### config.mk
export PLATFORM = sky130hd
export DESIGN_NAME = cic_ctrl
export DESIGN_NICKNAME = d
export VERILOG_FILES = /design/src/rtl/cic_ctrl.sv
export SDC_FILE = /design/constraint.sdc
export NUM_CORES = 1
export LEC_CHECK = 0
export ABC_AREA = 1
export CAP_MARGIN = 0
export CORE_MARGIN = 4
export CORE_UTILIZATION = 48
export CTS_CLUSTER_DIAMETER = 100
export DETAILED_ROUTE_END_ITERATION = 6
export GPL_ROUTABILITY_DRIVEN = 1
export PLACE_DENSITY = 0.86
export SLEW_MARGIN = 40
export SYNTH_ARGS = -nofsm -noshare
export SYNTH_HDL_FRONTEND = slang
export SYNTH_SLANG_ARGS = --single-unit
### constraint.sdc
create_clock -name clk_i -period 2.3 [get_ports clk_i]
set_input_delay 0.46 -clock clk_i [delete_from_list [all_inputs] [get_ports clk_i]]
set_output_delay 0.46 -clock clk_i [all_outputs]
set_load 0.02 [all_outputs]
### src/rtl/cic_ctrl.sv
`default_nettype none
// +------------------------------------------------------------------------+
// | Module : cic_ctrl                                                      |
// | Brief  : Sequencer for an order-2 CIC decimator: clear/enable control, |
// |          decimation strobe, settling discard and valid/ready output.   |
// | Rev    : 1.0                                                           |
// +------------------------------------------------------------------------+
module cic_ctrl #(
  parameter int REGISTER_WIDTH = 20,
  parameter int RATIO_WIDTH    = 10,
  parameter int SETTLE_SAMPLES = 2
) (
  input  logic                      clk_i,
  input  logic                      rst_i,
  input  logic [RATIO_WIDTH-1:0]    cfg_ratio_i,
  input  logic                      cfg_enable_i,
  input  logic                      cfg_flush_i,
  output logic                      cic_clear_o,
  output logic                      cic_int_en_o,
  output logic                      cic_dec_stb_o,
  input  logic [REGISTER_WIDTH-1:0] cic_data_i,
  output logic [REGISTER_WIDTH-1:0] out_data_o,
  output logic                      out_valid_o,
  input  logic                      out_ready_i,
  output logic                      overrun_o,
  output logic [1:0]                state_o
);

  localparam int                     c_DW           = $clog2(SETTLE_SAMPLES + 1);
  localparam logic [c_DW-1:0]        c_LAST_DISCARD = c_DW'(SETTLE_SAMPLES - 1);
  localparam logic [c_DW-1:0]        c_DISCARD_ONE  = c_DW'(1);
  localparam logic [RATIO_WIDTH-1:0] c_RATIO_ONE    = RATIO_WIDTH'(1);
  localparam logic [RATIO_WIDTH-1:0] c_RATIO_MIN    = RATIO_WIDTH'(2);

  typedef enum logic [1:0] {
    S_IDLE   = 2'd0,
    S_CLEAR  = 2'd1,
    S_SETTLE = 2'd2,
    S_RUN    = 2'd3
  } state_t;

  state_t                    r_state;
  logic [RATIO_WIDTH-1:0]    r_ratio;
  logic [RATIO_WIDTH-1:0]    r_phase;
  logic [c_DW-1:0]           r_discard;
  logic                      r_cap;
  logic [REGISTER_WIDTH-1:0] r_data;
  logic                      r_valid;
  logic                      r_overrun;

  logic w_active;
  logic w_wrap;

  assign w_active = (r_state == S_SETTLE) || (r_state == S_RUN);
  assign w_wrap   = (r_phase == (r_ratio - c_RATIO_ONE));

  // Filter-facing controls are pure decodes of the state and phase registers.
  assign cic_clear_o   = (r_state == S_IDLE) || (r_state == S_CLEAR);
  assign cic_int_en_o  = w_active;
  assign cic_dec_stb_o = w_active && w_wrap;
  assign out_data_o    = r_data;
  assign out_valid_o   = r_valid;
  assign overrun_o     = r_overrun;
  assign state_o       = r_state;

  always_ff @(posedge clk_i) begin
    if (rst_i) begin
      r_state   <= S_IDLE;
      r_ratio   <= c_RATIO_MIN;
      r_phase   <= '0;
      r_discard <= '0;
      r_cap     <= 1'b0;
      r_data    <= '0;
      r_valid   <= 1'b0;
      r_overrun <= 1'b0;
    end else begin
      r_cap <= 1'b0;
      if (r_valid && out_ready_i) begin
        r_valid <= 1'b0;
      end

      // Disable and flush both abandon any strobe/capture in flight.
      if (!cfg_enable_i) begin
        r_state <= S_IDLE;
        r_valid <= 1'b0;
      end else if (cfg_flush_i && w_active) begin
        r_state <= S_CLEAR;
        r_valid <= 1'b0;
      end else begin
        case (r_state)
          S_IDLE: begin
            r_state <= S_CLEAR;
          end
          S_CLEAR: begin
            r_ratio   <= (cfg_ratio_i < c_RATIO_MIN) ? c_RATIO_MIN : cfg_ratio_i;
            r_phase   <= '0;
            r_discard <= '0;
            r_overrun <= 1'b0;
            r_state   <= S_SETTLE;
          end
          S_SETTLE, S_RUN: begin
            r_phase <= w_wrap ? '0 : (r_phase + c_RATIO_ONE);
            r_cap   <= w_wrap;
            if (r_cap) begin
              if (r_state == S_SETTLE) begin
                r_discard <= r_discard + c_DISCARD_ONE;
                if (r_discard == c_LAST_DISCARD) begin
                  r_state <= S_RUN;
                end
              end else begin
                r_data  <= cic_data_i;
                r_valid <= 1'b1;
                if (r_valid && !out_ready_i) begin
                  r_overrun <= 1'b1;
                end
              end
            end
          end
          default: begin
            r_state <= S_IDLE;
          end
        endcase
      end
    end
  end

endmodule
`default_nettype wire

Word-level counts from Yosys, hierarchy flattened

Index checks and enable logic that the tools add are counted.

Flip-flop bits (word level): 47
Logic and storage cells: 69
Output and inout port bits: 27
Input bits: 35

Equality and inequality tests: 13
Reductions and logical operators: 20
Add/sub/neg operators: 3
Multiplexer cells: 19
Bitwise gates (word level): 4
Magnitude comparators: 1

Operator list:

| operator                                                     | number |
|---|---|
| 2-to-1 mux 10 bit                                            | 2 |
| case mux 10 bit (2 select lines)                             | 1 |
| AND reduction 3 bit                                          | 4 |
| adder 10 x 1 -> 10 bit (second input constant)               | 1 |
| equality test 10 bit                                         | 1 |
| less-than comparator 10 x 2 -> 1 bit (second input constant) | 1 |
| 2-to-1 mux 2 bit                                             | 5 |
| != test 2 bit (second input constant)                        | 5 |
| AND reduction 5 bit                                          | 2 |
| subtractor 10 x 1 -> 10 bit (second input constant)          | 1 |
| != test 3 bit (second input constant)                        | 3 |
| 2-to-1 mux 1 bit                                             | 8 |
| case mux 2 bit (3 select lines)                              | 1 |
| AND reduction 6 bit                                          | 1 |
| equality test 2 x 1 -> 1 bit (second input constant)         | 2 |
| equality test 2 bit (second input constant)                  | 2 |
| logical AND 1 bit                                            | 4 |
| inverter 1 bit                                               | 4 |
| case mux 2 bit (2 select lines)                              | 1 |
| OR reduction 2 bit                                           | 2 |
| OR reduction 4 bit                                           | 1 |
| OR reduction 3 bit                                           | 1 |
| adder 2 x 1 -> 2 bit (second input constant)                 | 1 |
| zero test 2 bit                                              | 1 |
| 4 further kinds                                              | 5 |

Logic depth before layout (Yosys ltp)

Gate-level depths: netlist (run 1).

Depth after elaboration: 6
Gate-level depth with buffers: 12
Depth with buffers taken out: 12

Worst setup path before layout (run 1)

Ideal clock, no wire load.

Kind: register to output
Start point: register r_ratio[0]
End point: output cic_dec_stb_o
Required time: 1.840 ns
Cell stages (with the launch flop): 12
Buffers on the path: 0
Data arrival time: 1.593 ns
Setup slack: 0.247 ns
Cell sequence: dfxtp_1 inv_2 ha_1 inv_1 nand2_1 nand2_1 nand2_1 nor2_1 nand3_2 nor2_4 nand3b_4 nor2_1

Longest elaborated chain between the ends: 3

Ends and longest elaborated chain:

| item                        | RTL line | RTL |
|---|---|---|
| start: declaration          | 43       | `logic [RATIO_WIDTH-1:0] r_ratio;` |
| start signal: assignment    | 69       | `r_ratio <= c_RATIO_MIN;` |
| start signal: assignment    | 95       | `r_ratio <= (cfg_ratio_i < c_RATIO_MIN) ? c_RATIO_MIN : cfg_ratio_i;` |
| subtractor 10 x 1 -> 10 bit | 55       | `assign w_wrap = (r_phase == (r_ratio - c_RATIO_ONE));` |
| equality test 10 bit        | 55       |  |
| logical AND 1 bit           | 60       | `assign cic_dec_stb_o = w_active && w_wrap;` |
| end: declaration            | 20       | `output logic cic_dec_stb_o,` |

Every way passes these cells.

Worst setup path after layout (run 1)

Same ends and word-level chain as after synthesis.

==> flow_metrics.env, run 1 <==
export IMPL_drt_iter0_markers=188
export IMPL_htreeDepth=2
export IMPL_first_pass_iters=4
export IMPL_hold_viol=0
export IMPL_status="finished clean"
export IMPL_place_congestion=0.844
export IMPL_die_w_um=79.0
export IMPL_grt_max_degree=21
export IMPL_clkPwrFrac=0.334
export IMPL_fp_dieArea_um2=6240
export IMPL_synth_top_cells_by_count="nor2_1 (66), nand2_1 (64), dfxtp_1 (47)"
export IMPL_grt_pass1_wl_um=10300
export IMPL_clkTransAtPathRegs_ns=0.09
export IMPL_synthCells=346
export IMPL_yosysMostFrequentCell="nor2_1"
export IMPL_peakVddDrop_mv=0.409
export IMPL_initial_utilization=0.503
export IMPL_whs_path_depth=2
export IMPL_finalCritPeriodShare=0.996
export IMPL_yosysUniqueCellTypes=34
export IMPL_ys_ff_latch=47
export IMPL_hold_ws_ns=0.488
export IMPL_p_leak_nw=1.34
export IMPL_startpoint_type="flop"
export IMPL_io_pins=62
export IMPL_yosysWarnings=0
export IMPL_vias=2374
export IMPL_dp_hpwl_um=4570
export IMPL_worstPathRequired_ns=1.84
export IMPL_critical_path_class="reg2out"
export IMPL_row_count=25
export IMPL_coreArea_um2=4820
export IMPL_syn_to_final_growth_pct=38.3
export IMPL_fin_util=0.695
export IMPL_netlist_area_um2=2420
export IMPL_p_sw_mw=0.404
export IMPL_setup_violations_final=0
export IMPL_regToRegSetupSlack_ns=0.58
export IMPL_rsz0062_at_grt="yes"
export IMPL_yosysTopAreaCell="dfxtp_1"
export IMPL_slew_violations=0
export IMPL_comb_power_share=0.141
export IMPL_yosysTopAreaCellShare=0.389
export IMPL_grt_overflow_total=0
export IMPL_worst_pin_slew_ns=0.482
export IMPL_ant_nets=0
export IMPL_yosysSeqAreaShare=0.389
export IMPL_cts_root_buffer="clkbuf_8"
export IMPL_clock_skew_ns=0.00784
export IMPL_internal_power_mw=1.18
export IMPL_clock_fmax_mhz=437
export IMPL_insertedDiodeCount=0
export IMPL_grt_pass1_vias=2379
export IMPL_wl_um=6120
export IMPL_postCtsHoldBufs=0
export IMPL_die_h_um=79.0
export IMPL_cts_inserted_buffers=5
export IMPL_crit_fanout=4
export IMPL_synth_edff_count=0
export IMPL_r2r_cells=12
export IMPL_slew_headroom=0.679
export IMPL_avgSynthCellArea_um2=7.00
export IMPL_yosys_most_used_dff="dfxtp_1"
export IMPL_grt_total_usage=0.208
export IMPL_drive_above_1_share=0.146
export IMPL_cap_violations=0
export IMPL_synth_async_reset_ratio=0
export IMPL_portBuffers=61
export IMPL_synth_nets=384
export IMPL_cp_arrival_ns=1.83
export IMPL_cts_tree="yes"
export IMPL_hold_path_class="reg2reg"
export IMPL_cts_num_sinks=47
export IMPL_switching_share=0.254
export IMPL_sequentialPowerShare=0.525
export IMPL_synth_area_top_cells="dfxtp_1 (39%), nor2_1 (10%), nand2_1 (9.9%)"
export IMPL_finalNetCount=461
export IMPL_drc=0
export IMPL_clkLatencyLatePin_ns=0.30
export IMPL_clock_path_buffers=2
export IMPL_post_drt_wl_per_cell_um=12.5
export IMPL_period_minus_slack_ns=2.29
export IMPL_endpoint_kind="primary output"
export IMPL_antenna_found_initial=0
export IMPL_p_per_area_nw_per_um2=474
export IMPL_viasPerCell=4.84
-- layout make-up --
type | count | area (µm²)
Clock buffer | 7 | 86.3
Clock inverter | 1 | 8.76
Fill cell | 408 | 1470
Inverter | 45 | 169
Multi-Input combinational cell | 243 | 1290
Sequential cell | 47 | 943
Tap cell | 67 | 83.8
Timing Repair Buffer | 81 | 766
-- layer usage --
metal  vias up  GRT usage  share of wire
li1       1244          -              -
met2        54      0.368           0.49
met4         0     0.0653          0.019
met5         -          0              0
met1      1068      0.227           0.42
met3         8     0.0816          0.073
-- critical path, stage by stage, from the launching register on --
cell and delay [ns]:
dfxtp_2 0.34, inv_2 0.07, ha_4 0.15, nand2_1 0.09
nor2_1 0.15, nand2_1 0.06, nand2_1 0.07, nand3_1 0.11
nor2_4 0.15, nand3b_4 0.11, nor2_4 0.10, buf_6 0.12
-- through the flow --
step | cell area, µm² | setup WS, ns | setup TNS, ns | total power [mW] | cells
final | 3350 | 0.0102 | 0 | 1.59 | 491
after global routing | 3350 | -0.0964 | -0.0964 | 1.66 | 491
after CTS | 3320 | 0.0178 | 0 | 1.59 | 490
after detailed placement | 3180 | -0.203 | -0.203 | 1.06 | 481
after global placement | 3180 | -0.160 | -0.160 | 1.06 | 481
after floorplan | 2420 | 0.247 | 0 | 0.964 | 346
-- power by group through the flow --
stage	clock network (mW)	registers, mW	logic, mW
finish	0.530	0.833	0.224
floorplan	0	0.851	0.112
global route	0.580	0.835	0.248
CTS	0.541	0.833	0.218
global placement	0	0.851	0.205
detailed placement	0	0.851	0.210
-- worst paths after layout --
| kind | start | end |
|---|---|---|
| worst max-delay path | r_ratio[0] | cic_dec_stb_o |
| worst min-delay path | out_data_o[0] | out_data_o[0] |
| worst max register to register | r_ratio[0] | r_phase[4] |
| worst min register to register | out_data_o[0] | out_data_o[0] |
-- cells in the final DEF, fill, tap and decap left out, types with 7 or more instances in the layout --
cell	instances
buf_4	19
clkdlybuf4s50_1	60
xor2_1	10
inv_2	7
nand2_1	63
nor2_1	62
inv_1	38
dfxtp_1	45
o22ai_1	9
nand3_1	17
a21oi_1	13
o21ai_0	27
-- sequential cells by signal (all words and copies together), names as in the netlist --
signal,cells
out_data_o,20
out_valid_o,1
overrun_o,1
r_cap,1
r_discard,2
r_phase,10
r_ratio,10
state_o,2
-- cell families (layout without fill, tap and decap cells) --
| group | Yosys count | count (layout) | share of synthesized area |
|---|---|---|---|
| flip-flops | 47 | 47 | 0.389 |
| buffers and inverters | 56 | 134 | 0.0992 |
| adder cells (fa/ha/maj) | 3 | 3 | 0.0155 |
| AND/OR/NAND/NOR | 170 | 170 | 0.316 |
| XOR/XNOR | 15 | 15 | 0.0543 |
| AO/OA/AOI/OAI | 55 | 55 | 0.126 |
-- timing repair --
action                                  in CTS  in global routing
endpoints found under the setup margin       1                  1
gates resized for setup                     15                  7
setup buffers                                1                  1
pin swaps                                    3                  4
Note: power is estimated with default switching activity, not from simulation.
==> run 2: changes to the inputs <==
--- a/config.mk
+++ b/config.mk
@@ -5,7 +5,6 @@
 export SDC_FILE = /design/constraint.sdc
 export NUM_CORES = 1
 export LEC_CHECK = 0
-export ABC_AREA = 1
 export CAP_MARGIN = 0
 export CORE_MARGIN = 4
 export CORE_UTILIZATION = 48
==> flow_metrics.env, run 2 <==
export IMPL_grt_total_usage=0.216
export IMPL_setup_violations_final=1
export IMPL_fp_dieArea_um2=5990
export IMPL_vias=2333
export IMPL_wl_um=6040
export IMPL_clock_path_buffers=2
export IMPL_hold_viol=0
export IMPL_critical_path_class="reg2out"
export IMPL_fin_util=0.733
export IMPL_first_pass_iters=4
export IMPL_place_congestion=0.894
export IMPL_yosysMostFrequentCell="nand2_1"
export IMPL_yosys_most_used_dff="dfxtp_1"
export IMPL_violations="setup timing"
export IMPL_worst_path_dominant_cell_family="compound AO/OA/AOI/OAI gates"
export IMPL_layout_cells_non_filler=421
export IMPL_crit_fanout=5
export IMPL_cts_inserted_buffers=5
export IMPL_worst_pin_slew_ns=0.591
export IMPL_peakVddDrop_mv=0.356
export IMPL_synth_top_cells_by_count="nand2_1 (60), dfxtp_1 (47), a21oi_1 (30)"
export IMPL_finalNetCount=406
export IMPL_portBuffers=61
export IMPL_grt_overflow_total=0
export IMPL_finalPower_mw=1.55
export IMPL_use_met1=0.228
export IMPL_clkLatencyLatePin_ns=0.30
export IMPL_grt_busiest_layer="met2"
export IMPL_synth_area_top_cells="dfxtp_1 (41%), nand2_1 (9.7%), a21oi_1 (6.5%)"
export IMPL_yosysTopAreaCell="dfxtp_1"
export IMPL_synth_async_reset_ratio=0
export IMPL_worstPathRequired_ns=1.84
export IMPL_status="complete, but fails checks"
export IMPL_yosysSeqAreaShare=0.407
export IMPL_yosysWarnings=0
export IMPL_synthCells=283
export IMPL_slew_violations=0
export IMPL_die_h_um=77.4
export IMPL_htreeDepth=2
export IMPL_cp_cell_sequence="inv_2 > ha_4 > o21ba_1 > a221o_1 > a211oi_4 > nand4_4 > nor3_4 > buf_6"
export IMPL_p_per_area_nw_per_um2=471
export IMPL_die_w_um=77.4
export IMPL_met2_usage=0.396
export IMPL_synth_edff_count=0
export IMPL_avgSynthCellArea_um2=8.17
export IMPL_endpoint_kind="primary output"
export IMPL_post_drt_wl_per_cell_um=14.3
export IMPL_fin_setup_tns_ns=-0.266
export IMPL_clock_skew_ns=0.00337
export IMPL_hold_path_class="reg2reg"
export IMPL_io_pins=62
export IMPL_slew_headroom=0.605
export IMPL_grt_max_degree=27
export IMPL_grt_pass1_vias=2400
export IMPL_drive_above_1_share=0.173
export IMPL_synth_nets=321
export IMPL_ant_nets=0
export IMPL_syn_to_final_growth_pct=42.7
export IMPL_grt_util_met3=0.0799
export IMPL_place_inst=412
export IMPL_grt_pass1_wl_um=10700
export IMPL_rsz0062_at_grt="yes"
export IMPL_largest_reg_flops=20
export IMPL_yosysTopAreaCellShare=0.407
export IMPL_drc=0
export IMPL_regToRegSetupSlack_ns=0.06
export IMPL_postCtsHoldBufs=0
export IMPL_coreArea_um2=4500
export IMPL_fillerInstances=353
export IMPL_critPathMaxStageDelay_ns=0.35
export IMPL_cts_root_buffer="clkbuf_8"
export IMPL_clkTransAtPathRegs_ns=0.09
export IMPL_cap_violations=0
export IMPL_cts_tree="yes"
export IMPL_path_buf_inv=2
export IMPL_insertedDiodeCount=0
export IMPL_initial_utilization=0.513
export IMPL_most_common_layout_cells="nand2_1 (60), clkdlybuf4s50_1 (60), dfxtp_1 (45)"
export IMPL_cp_arrival_ns=2.11
export IMPL_antenna_found_initial=0
export IMPL_yosysUniqueCellTypes=53
export IMPL_period_minus_slack_ns=2.57
export IMPL_finalCritPeriodShare=1.12
export IMPL_clock_fmax_mhz=390
export IMPL_dp_hpwl_um=4620
export IMPL_p_leak_nw=1.21
export IMPL_worst_slack_ns=-0.266
export IMPL_startpoint_type="flop"
export IMPL_viasPerCell=5.54
export IMPL_drt_iter0_markers=95
export IMPL_row_count=24
export IMPL_place_ws_ns=-0.506
export IMPL_slowest_stage="a221o_1"
export IMPL_netlist_area_um2=2310
export IMPL_cts_num_sinks=47
export IMPL_ys_ff_latch=47
## run 2: cell count changes after synthesis, moves of 8 or more
cell     before  now
nor2_1       66   18
inv_1        40    6
o21ai_0      27    7
a21oi_1      13   30
nand3_1      17    7
o22ai_1       9    0
xnor2_1       4   12
xor2_1       11    3
## run 2: routing by layer
metal	wire (µm)	part of all wire	vias up
li1	-	-	1157
met1	2310	0.38	1092
met2	3150	0.52	72
met3	474	0.078	12
met4	108	0.018	0
met5	0	0	-
## run 2: kinds of logic (layout without fill, tap and decap cells)
group | after synthesis | after routing | share of synthesized area
AOI/OAI and AO/OA | 69 | 69 | 0.206
xor gates and xnor gates | 15 | 15 | 0.0568
adders and majority gates | 3 | 3 | 0.0162
buffers and inverters | 23 | 109 | 0.0487
DFF | 47 | 47 | 0.407
and+or+nand+nor | 126 | 126 | 0.265
## run 2: cell type report
type / instances / area (µm²) / share of cell area
Clock buffer: 7 / 86.3 / 0.0262
Clock inverter: 1 / 8.76 / 0.00265
Inverter: 6 / 22.5 / 0.00683
Multi-Input combinational cell: 213 / 1310 / 0.396
Sequential cell: 47 / 943 / 0.286
Tap cell: 52 / 65.1 / 0.0197
Timing Repair Buffer: 95 / 867 / 0.263
## run 2: path summary, 6_finish.rpt
| path | start | endpoint | cells after the start |
|---|---|---|---|
| max | r_ratio[1] | cic_dec_stb_o | 8 |
| min | out_data_o[7] | out_data_o[7] | 2 |
| max reg2reg | r_ratio[1] | r_phase[7] | 10 |
| min reg2reg | out_data_o[7] | out_data_o[7] | 2 |
## run 2: timing repair
item	CTS	global route
resized for setup	8	3
setup endpoints to repair	1	10
pin swaps	3	0
setup buffers	1	0
hold endpoints to repair	0	0
## run 2: report_power, final
group          total [mW]  internal (mW)  switching, mW
registers           0.831          0.821        0.00979
logic               0.202          0.113         0.0888
clock network       0.521          0.247          0.275
## run 2: per-stage QoR
stage,area (µm²),hold slack (ns)
finish,3300,0.458
global route,3300,0.483
global placement,3180,0.441
detailed placement,3180,0.448
floorplan,2350,0.471
CTS,3280,0.458
## run 2: worst reg2reg max path, cell delays in order, from the launching register on
cell      delay [ns]
dfxtp_2         0.34
inv_2           0.05
ha_4            0.17
o21ba_1         0.18
a221o_1         0.35
a211oi_4        0.27
nand4_4         0.14
buf_4           0.16
buf_4           0.16
o21ai_4         0.18
o311ai_2        0.12
